File: config.mk
export PLATFORM = sky130hd
export DESIGN_NAME = vigna_bus_arbiter
export DESIGN_NICKNAME = d
export VERILOG_FILES = /design/src/rtl/vigna_bus_arbiter.sv
export SDC_FILE = /design/constraint.sdc
export NUM_CORES = 1
export LEC_CHECK = 0
export ABC_AREA = 1
export ABC_CLOCK_PERIOD_IN_PS = 5950
export CORE_UTILIZATION = 42
export CTS_CLUSTER_SIZE = 10
export DETAILED_ROUTE_END_ITERATION = 12
export PLACE_DENSITY = 0.92
export SLEW_MARGIN = 10
export SYNTH_ARGS = -nofsm -noshare
export SYNTH_HDL_FRONTEND = slang
export SYNTH_SLANG_ARGS = --single-unit
File: constraint.sdc
create_clock -name clk -period 5.95 [get_ports clk]
set_input_delay 0.8925 -clock clk [delete_from_list [all_inputs] [get_ports clk]]
set_output_delay 0.8925 -clock clk [all_outputs]
set_load 0.05 [all_outputs]
File: src/rtl/vigna_bus_arbiter.sv
// -----------------------------------------------------------------------------
// vigna_bus_arbiter
//
// Two-to-one memory-port arbiter placed directly downstream of the vigna core.
// The instruction-fetch port (i_*) and the data load/store port (d_*) are
// merged into one valid/ready memory port (m_*), so the core can attach to a
// single-port RAM or bus.
//
// The request toward memory is registered, and so is the response back toward
// the core. Read data stays stable after the ready pulse until the same side
// completes another transaction. Only one transaction is outstanding at a time.
//
// Parameters
//   ARB_MODE   : 0 = fixed priority (data wins a tie),
//                1 = round-robin (the side not granted last wins a tie)
//   ADDR_WIDTH : address width of every port
//
// Ports
//   clk      in   system clock, all state on the rising edge
//   reset    in   asynchronous, active-high reset
//   i_valid  in   fetch request, held until i_ready
//   i_ready  out  one-cycle completion pulse to the fetch side
//   i_addr   in   fetch address
//   i_rdata  out  fetched word, valid with i_ready, held until the next i_ready
//   d_valid  in   data request, held until d_ready
//   d_ready  out  one-cycle completion pulse to the data side
//   d_addr   in   data address
//   d_rdata  out  load word, valid with d_ready, held until the next d_ready
//   d_wdata  in   store data
//   d_wstrb  in   byte strobes, 0 = read
//   m_valid  out  memory request
//   m_ready  in   memory completion, sampled only while m_valid = 1
//   m_addr   out  memory address
//   m_rdata  in   memory read data, valid with m_ready
//   m_wdata  out  memory write data
//   m_wstrb  out  memory byte strobes
// -----------------------------------------------------------------------------
module vigna_bus_arbiter #(
    parameter int ARB_MODE   = 0,
    parameter int ADDR_WIDTH = 32
) (
    input  logic                  clk,
    input  logic                  reset,

    input  logic                  i_valid,
    output logic                  i_ready,
    input  logic [ADDR_WIDTH-1:0] i_addr,
    output logic [31:0]           i_rdata,

    input  logic                  d_valid,
    output logic                  d_ready,
    input  logic [ADDR_WIDTH-1:0] d_addr,
    output logic [31:0]           d_rdata,
    input  logic [31:0]           d_wdata,
    input  logic [3:0]            d_wstrb,

    output logic                  m_valid,
    input  logic                  m_ready,
    output logic [ADDR_WIDTH-1:0] m_addr,
    input  logic [31:0]           m_rdata,
    output logic [31:0]           m_wdata,
    output logic [3:0]            m_wstrb
);

    typedef enum logic [1:0] {
        IDLE = 2'd0,
        BUSY = 2'd1,
        RESP = 2'd2
    } state_t;

    typedef enum logic {
        GRANT_INSTR = 1'b0,
        GRANT_DATA  = 1'b1
    } grant_t;

    state_t                  state,      state_next;
    grant_t                  last_grant, last_grant_next;
    grant_t                  winner,     winner_next;
    grant_t                  grant;

    logic                    m_valid_next;
    logic [ADDR_WIDTH-1:0]   m_addr_next;
    logic [31:0]             m_wdata_next;
    logic [3:0]              m_wstrb_next;
    logic                    i_ready_next;
    logic                    d_ready_next;
    logic [31:0]             i_rdata_next;
    logic [31:0]             d_rdata_next;

    // Tie-break between the two requesters. Only meaningful when at least one
    // side is valid; with a single requester that side always wins.
    function automatic grant_t pick_winner(input logic   iv,
                                           input logic   dv,
                                           input grant_t last);
        grant_t w;
        w = GRANT_DATA;
        if (iv && dv) begin
            if (ARB_MODE == 1) begin
                if (last == GRANT_DATA) begin
                    w = GRANT_INSTR;
                end else begin
                    w = GRANT_DATA;
                end
            end else begin
                w = GRANT_DATA;
            end
        end else if (iv) begin
            w = GRANT_INSTR;
        end else begin
            w = GRANT_DATA;
        end
        return w;
    endfunction

    assign grant = pick_winner(i_valid, d_valid, last_grant);

    // State and all registered outputs. Reset is asynchronous so the memory
    // request and both ready pulses drop immediately, even mid-transaction.
    always_ff @(posedge clk or posedge reset) begin
        if (reset) begin
            state      <= IDLE;
            last_grant <= GRANT_DATA;
            winner     <= GRANT_DATA;
            m_valid    <= 1'b0;
            m_addr     <= '0;
            m_wdata    <= '0;
            m_wstrb    <= '0;
            i_ready    <= 1'b0;
            d_ready    <= 1'b0;
            i_rdata    <= '0;
            d_rdata    <= '0;
        end else begin
            state      <= state_next;
            last_grant <= last_grant_next;
            winner     <= winner_next;
            m_valid    <= m_valid_next;
            m_addr     <= m_addr_next;
            m_wdata    <= m_wdata_next;
            m_wstrb    <= m_wstrb_next;
            i_ready    <= i_ready_next;
            d_ready    <= d_ready_next;
            i_rdata    <= i_rdata_next;
            d_rdata    <= d_rdata_next;
        end
    end

    always_comb begin
        state_next      = state;
        last_grant_next = last_grant;
        winner_next     = winner;
        m_valid_next    = m_valid;
        m_addr_next     = m_addr;
        m_wdata_next    = m_wdata;
        m_wstrb_next    = m_wstrb;
        // Ready is a single-cycle pulse: it is only ever set on the BUSY->RESP
        // edge and falls back to zero on every other edge.
        i_ready_next    = 1'b0;
        d_ready_next    = 1'b0;
        i_rdata_next    = i_rdata;
        d_rdata_next    = d_rdata;

        case (state)
            IDLE: begin
                // Requester inputs are captured only here; later changes on
                // the core side cannot disturb the request in flight.
                if (i_valid || d_valid) begin
                    winner_next     = grant;
                    last_grant_next = grant;
                    m_valid_next    = 1'b1;
                    state_next      = BUSY;
                    if (grant == GRANT_DATA) begin
                        m_addr_next  = d_addr;
                        m_wdata_next = d_wdata;
                        m_wstrb_next = d_wstrb;
                    end else begin
                        m_addr_next  = i_addr;
                        m_wdata_next = '0;
                        m_wstrb_next = '0;
                    end
                end
            end

            BUSY: begin
                if (m_valid && m_ready) begin
                    // m_addr is left as-is; only the write payload is cleared.
                    m_valid_next = 1'b0;
                    m_wdata_next = '0;
                    m_wstrb_next = '0;
                    state_next   = RESP;
                    // Stores also capture m_rdata; the core ignores it.
                    if (winner == GRANT_DATA) begin
                        d_rdata_next = m_rdata;
                        d_ready_next = 1'b1;
                    end else begin
                        i_rdata_next = m_rdata;
                        i_ready_next = 1'b1;
                    end
                end
            end

            RESP: begin
                // The requester drops valid on this edge, so returning to IDLE
                // here cannot re-grant the request just completed.
                state_next = IDLE;
            end

            default: begin
                state_next = IDLE;
            end
        endcase
    end

endmodule

==> results.yml, run 1 <==
run_status:
  status: "complete, no violations"
sta:
  clock_skew_ns: 0.00980
  hold_viol: 0
  relSlewSlack_pct: 21.7
  tightest_slew_ns: 1.17
  fmax_mhz: 351
  finalSetupViolCount: 0
  rsz0062_at_grt: "false"
  finalCritPeriodShare_pct: 47.9
  period_minus_slack_ns: 2.85
  tns_ns: 0
  drv_slew: 0
yosys:
  syn-cell-area_mm2: 0.00593
  ys.flop_type: "dfrtp_1"
  synthesis.nets: 860
  avgSynthCellArea_um2: 8.21
  synth.most_common_cell: "nand2_1"
  async_reset_ff_share_pct: 100
  synthCells: 723
  seq_area_frac_synth_pct: 58.2
  yosys-top-cells-area: "dfrtp_1 58%, nand2_1 23%, o21ai_1 4.6%"
  synth_top_cell_by_area: "dfrtp_1"
  ys_ff_latch: 138
  synth_edf_count: 0
  synth_cell_types: 17
  synth_commonest_cells: "364 x nand2_1, 137 x dfrtp_1, 55 x o21ai_1"
  yosysWarnings: 0
  synth_top_area_share_pct: 57.8
cts:
  cts.path.max_buffers: 2
  cts-resized-gates: 0
  cts_made_buffers: 17
  path_clk_slew_ns: 0.06
  root_buffer: "clkbuf_16"
  cts_tree: "yes"
  clk_latency_ns: 0.40
  htreeDepth: 4
  cts_sinks: 138
  post_cts.repair.setup_buffers: 0
  hold_buffers: 0
die:
  core_mm2: 0.0138
  die_x_um: 121
  die-area_mm2: 0.0146
  pin_count: 272
  fp.dieH_um: 121
  initial_core_util_pct: 42.9
  placementRows: 43
worst_hold_path:
  min_to: "m_addr[20]"
  hp-class: "reg -> reg"
  whs_path_depth: 2
  min_from: "m_addr[20]"
placed_design:
  port-buffer-count: 271
  gp_congestion: 0.792
  hpwl_um: 11600
global_route:
  antenna_found_initial: 0
  grt_usage_pct: 23.5
  grt_pass1_vias: 5542
  grt-ovfl-total: 0
  grt_start_max_net_pins: 93
  grt_first_pass_wirelength_um: 26800
setup_path:
  critPathRequiredTime_ns: 6.24
  crit_family: "simple AND/OR/NAND/NOR gates"
  worst_path_most_repeated_cell: "nand2_1"
  crit_chain: "clkdlybuf4s50_1, inv_2, nand2_1, nand2_2, buf_4, nand2_2, nand2_1, nand2_1"
  cpPeakStageDelay_ns: 0.49
  cp-end-kind: "flop"
  start_kind: "input port"
  worstPathMaxFanout: 38
  path_class: "in -> reg"
  slowest_stage: "buf_4"
  critPathBufInv: 3
  cp_data_arrival_time_ns: 3.14
  reg2reg_setup_slack_ns: 3.40
  reg2reg_from: "state[1]"
  rr_worst_depth: 5
  worstReg2RegEnd: "m_wdata[8]"
final_layout:
  layout.nets: 1111
  final_core_util_pct: 66.9
  area_growth_pct: 55.8
  insertedDiodeCount: 0
  drive_gt1_share_pct: 4.86
power:
  ir_worst_vdd_uv: 285
  power.total_uw: 5820
  leakage_uw: 0.00462
  powerDensity_mw_per_mm2: 630
detailed_routing:
  firstDrtPassIters: 5
  viasPerCell: 4.81
  postRouteWirelength_um: 16500
  wire_per_inst_um: 14.2
  drc: 0
  ant_nets: 0
  vias: 5618
  drt_iter0_drc: 400
flow_run:
  drv_cap: 0
-- sequential cells by signal (all words and copies together), names as in the netlist --
name	flops
m_valid	1
m_wstrb	4
m_addr	32
i_rdata	32
d_ready	1
winner	1
state	2
d_rdata	32
i_ready	1
m_wdata	32
-- worst max path at each step --
stage | from | endpoint | cells past startpoint
6_report | d_valid | m_wdata[8] | 8
5_1_grt | d_valid | m_wdata[21] | 8
4_1_cts | d_valid | m_wdata[16] | 8
3_5_place_dp | d_valid | m_wdata[16] | 8
3_3_place_gp | d_valid | m_wdata[22] | 8
2_1_floorplan | reset | d_rdata[0] | 1
-- power by group --
group          switching (uW)  internal, uW  leakage, uW  total [uW]
clock                     392           703     0.000296        1100
sequential                241          1350      0.00175        1590
combinational            2160           975      0.00257        3140
-- metrics by stage --
step | hold slack (ns) | area [um2] | setup slack, ns | std cells
detailed placement | 0.464 | 8620 | 2.67 | 1135
floorplan | 0.475 | 5930 | 1.36 | 723
global placement | 0.462 | 8620 | 2.71 | 1135
finish | 0.477 | 9240 | 3.10 | 1167
global route | 0.505 | 9240 | 2.90 | 1167
CTS | 0.480 | 9240 | 3.11 | 1167
-- layer usage --
layer | track usage, % | vias to the layer above | share of wire [%]
met5 | 0 | - | 0
met4 | 10.6 | 0 | 2.2
met3 | 5.64 | 30 | 6.8
met2 | 40.4 | 253 | 50
met1 | 27.7 | 2606 | 41
li1 | - | 2729 | -
-- cells in the final DEF, fill, tap and decap left out --
cell type / count
nand3_1: 36
clkbuf_1: 1
nand2_2: 6
dfrtp_1: 137
inv_2: 3
o21bai_1: 1
inv_6: 2
bufinv_16: 4
nor2_2: 1
nand2_1: 361
nor3_2: 1
inv_1: 38
buf_4: 3
dfstp_2: 1
clkinv_2: 2
o21ai_0: 9
nor2_1: 30
nor2_4: 1
o21ai_1: 55
clkdlybuf4s50_1: 271
clkbuf_16: 17
clkinvlp_4: 3
clkinv_4: 4
-- cells by family (layout without fill, tap and decap cells) --
group / after synthesis / in the layout / share of synthesized area (%)
buffers and inverters: 84 / 348 / 7.57
AND/OR/NAND/NOR: 436 / 436 / 28.7
flip-flops: 138 / 138 / 58.2
AO/OA/AOI/OAI: 65 / 65 / 5.52
-- worst reg2reg max path: stages, from the launching register on --
cell     delay, ns
dfrtp_1       0.43
nor2_4        0.58
nand2_2       0.64
nand2_2       0.62
nand2_1       0.13
nand2_1       0.08
-- cell type report --
class	instances	area (um2)
clock inverters	14	196
inverters	42	163
well taps	180	225
flip-flops and latches	138	3450
multi-input cells	501	2040
clock buffers	18	429
repair buffers	274	2740
fillers	1061	4580
Power figures use the tool's default switching activity.
==> inputs of run 2 (changes only) <==
--- a/config.mk
+++ b/config.mk
@@ -6,11 +6,11 @@
 export NUM_CORES = 1
 export LEC_CHECK = 0
 export ABC_AREA = 1
-export ABC_CLOCK_PERIOD_IN_PS = 5950
-export CORE_UTILIZATION = 42
+export ABC_CLOCK_PERIOD_IN_PS = 2440
+export CORE_UTILIZATION = 38
 export CTS_CLUSTER_SIZE = 10
 export DETAILED_ROUTE_END_ITERATION = 12
-export PLACE_DENSITY = 0.92
+export PLACE_DENSITY = 0.88
 export SLEW_MARGIN = 10
 export SYNTH_ARGS = -nofsm -noshare
 export SYNTH_HDL_FRONTEND = slang
==> constraint.sdc (replaced) <==
create_clock -name clk -period 2.44 [get_ports clk]
set_input_delay 0.366 -clock clk [delete_from_list [all_inputs] [get_ports clk]]
set_output_delay 0.366 -clock clk [all_outputs]
set_load 0.05 [all_outputs]
==> run 2 against run 1 <==
Compared with the run above: utilization down 5.2 points; design area up 1.3%; combinational power up 150%; wire length down 0.42%; critical path depth down 7; global-route usage down 2.0 points; clock skew about the same; largest power group unchanged.
==> results.yml, run 2 (synthesized netlist as in run 1, its figures left out) <==
sta:
  relSlewSlack_pct: 61.6
  tns_ns: 0
  period_minus_slack_ns: 2.02
  clock_skew_ns: 0.00988
  fmax_mhz: 494
  drv_slew: 0
  finalSetupViolCount: 0
  finalCritPeriodShare_pct: 82.9
  hold_viol: 0
  tightest_slew_ns: 0.575
  rsz0062_at_grt: "false"
setup_path:
  worstPathMaxFanout: 2
  reg2reg_setup_slack_ns: 0.84
  start_kind: "flop"
  cp_data_arrival_time_ns: 1.66
  cpPeakStageDelay_ns: 0.84
  crit_family: "buffers and inverters"
  path_class: "reg -> out"
  rr_worst_depth: 5
  slowest_stage: "clkdlybuf4s50_1"
  critPathBufInv: 1
  critPathRequiredTime_ns: 2.07
  cp-end-kind: "output pin"
  startpoint: "m_addr[6]"
  crit_chain: "clkdlybuf4s50_1"
  worstReg2RegEnd: "m_addr[28]"
  crit_end: "m_addr[6]"
  reg2reg_from: "state[1]"
  crit_cells: 1
run_status:
  status: "complete, no violations"
die:
  initial_core_util_pct: 39.0
  fp.dieH_um: 127
  placementRows: 45
  pin_count: 272
  die_x_um: 127
  die-area_mm2: 0.0161
  core_mm2: 0.0152
global_route:
  grt_pass1_vias: 5593
  antenna_found_initial: 0
  grt_first_pass_wirelength_um: 27300
  grt-ovfl-total: 0
  grt_usage_pct: 21.5
  grt_start_max_net_pins: 75
detailed_routing:
  firstDrtPassIters: 4
  wire_per_inst_um: 13.9
  postRouteWirelength_um: 16500
  drt_iter0_drc: 280
  ant_nets: 0
  viasPerCell: 4.75
  drc: 0
  vias: 5621
final_layout:
  drive_gt1_share_pct: 5.73
  area_growth_pct: 57.8
  layout.nets: 1119
  instances_no_fill: 1183
  insertedDiodeCount: 0
  layout_common_cells: "361 x nand2_1, 271 x clkdlybuf4s50_1, 137 x dfrtp_1, 55 x o21ai_1, 38 x inv_1"
  final_common_cell: "nand2_1"
power:
  leakage_uw: 0.00467
  powerDensity_mw_per_mm2: 1510
  ir_worst_vdd_uv: 775
cts:
  cts-resized-gates: 0
  path_clk_slew_ns: 0.06
  cts.path.max_buffers: 2
  cts_sinks: 138
  root_buffer: "clkbuf_16"
  htreeDepth: 4
  cts_made_buffers: 17
  hold_buffers: 0
  cts_tree: "yes"
  clk_latency_ns: 0.41
  post_cts.repair.setup_buffers: 0
flow_run:
  drv_cap: 0
placed_design:
  placedCellCount: 1151
  port-buffer-count: 271
  hpwl_um: 11600
  gp_congestion: 0.815
worst_hold_path:
  hp-class: "in -> async"
run 2: area by class of cell:
cell class,instances,area (um2)
fill,1237,5840
clock inverter,12,136
sequential,138,3450
multi-input combinational,501,2040
timing repair buffer,282,2870
inverter,42,161
clock buffer,20,467
tap,188,235
run 2: how the worst min path moves through the flow:
stage               startpoint     endpoint  slack, ns  cells after the start
global route             reset  d_rdata[24]       0.48                      3
finish                   reset   m_addr[27]       0.43                      3
detailed placement  m_addr[11]   m_addr[11]       0.46                      2
global placement    m_addr[13]   m_addr[13]       0.46                      2
CTS                      reset  d_rdata[23]       0.43                      3
floorplan               winner       winner       0.48                      2
run 2: metal layers:
metal | vias up | wire [um] | track usage, %
li1 | 2743 | - | -
met1 | 2606 | 6840 | 25.4
met2 | 232 | 7850 | 36.0
met3 | 40 | 1220 | 6.83
met4 | 0 | 561 | 9.38
met5 | - | 0 | 0
run 2: power breakdown:
| part | leakage [uW] | switching (uW) | internal, uW |
|---|---|---|---|
| clock | 0.000290 | 1000 | 1600 |
| sequential | 0.00175 | 550 | 3290 |
| combinational | 0.00263 | 5300 | 2440 |
| total | 0.00467 | 6850 | 7330 |
run 2: stage by stage:
stage | power [uW] | utilization (%) | setup slack [ns] | hold slack [ns] | instance area (um2)
after floorplan | 8990 | - | 0.354 | 0.475 | 5940
after global placement | 11500 | 57.6 | 0.495 | 0.462 | 8760
after detailed placement | 11600 | 57.6 | 0.427 | 0.464 | 8760
after CTS | 14300 | 61.6 | 0.392 | 0.435 | 9370
after global routing | 14900 | 61.6 | 0.358 | 0.482 | 9370
final | 14200 | 61.6 | 0.418 | 0.425 | 9370
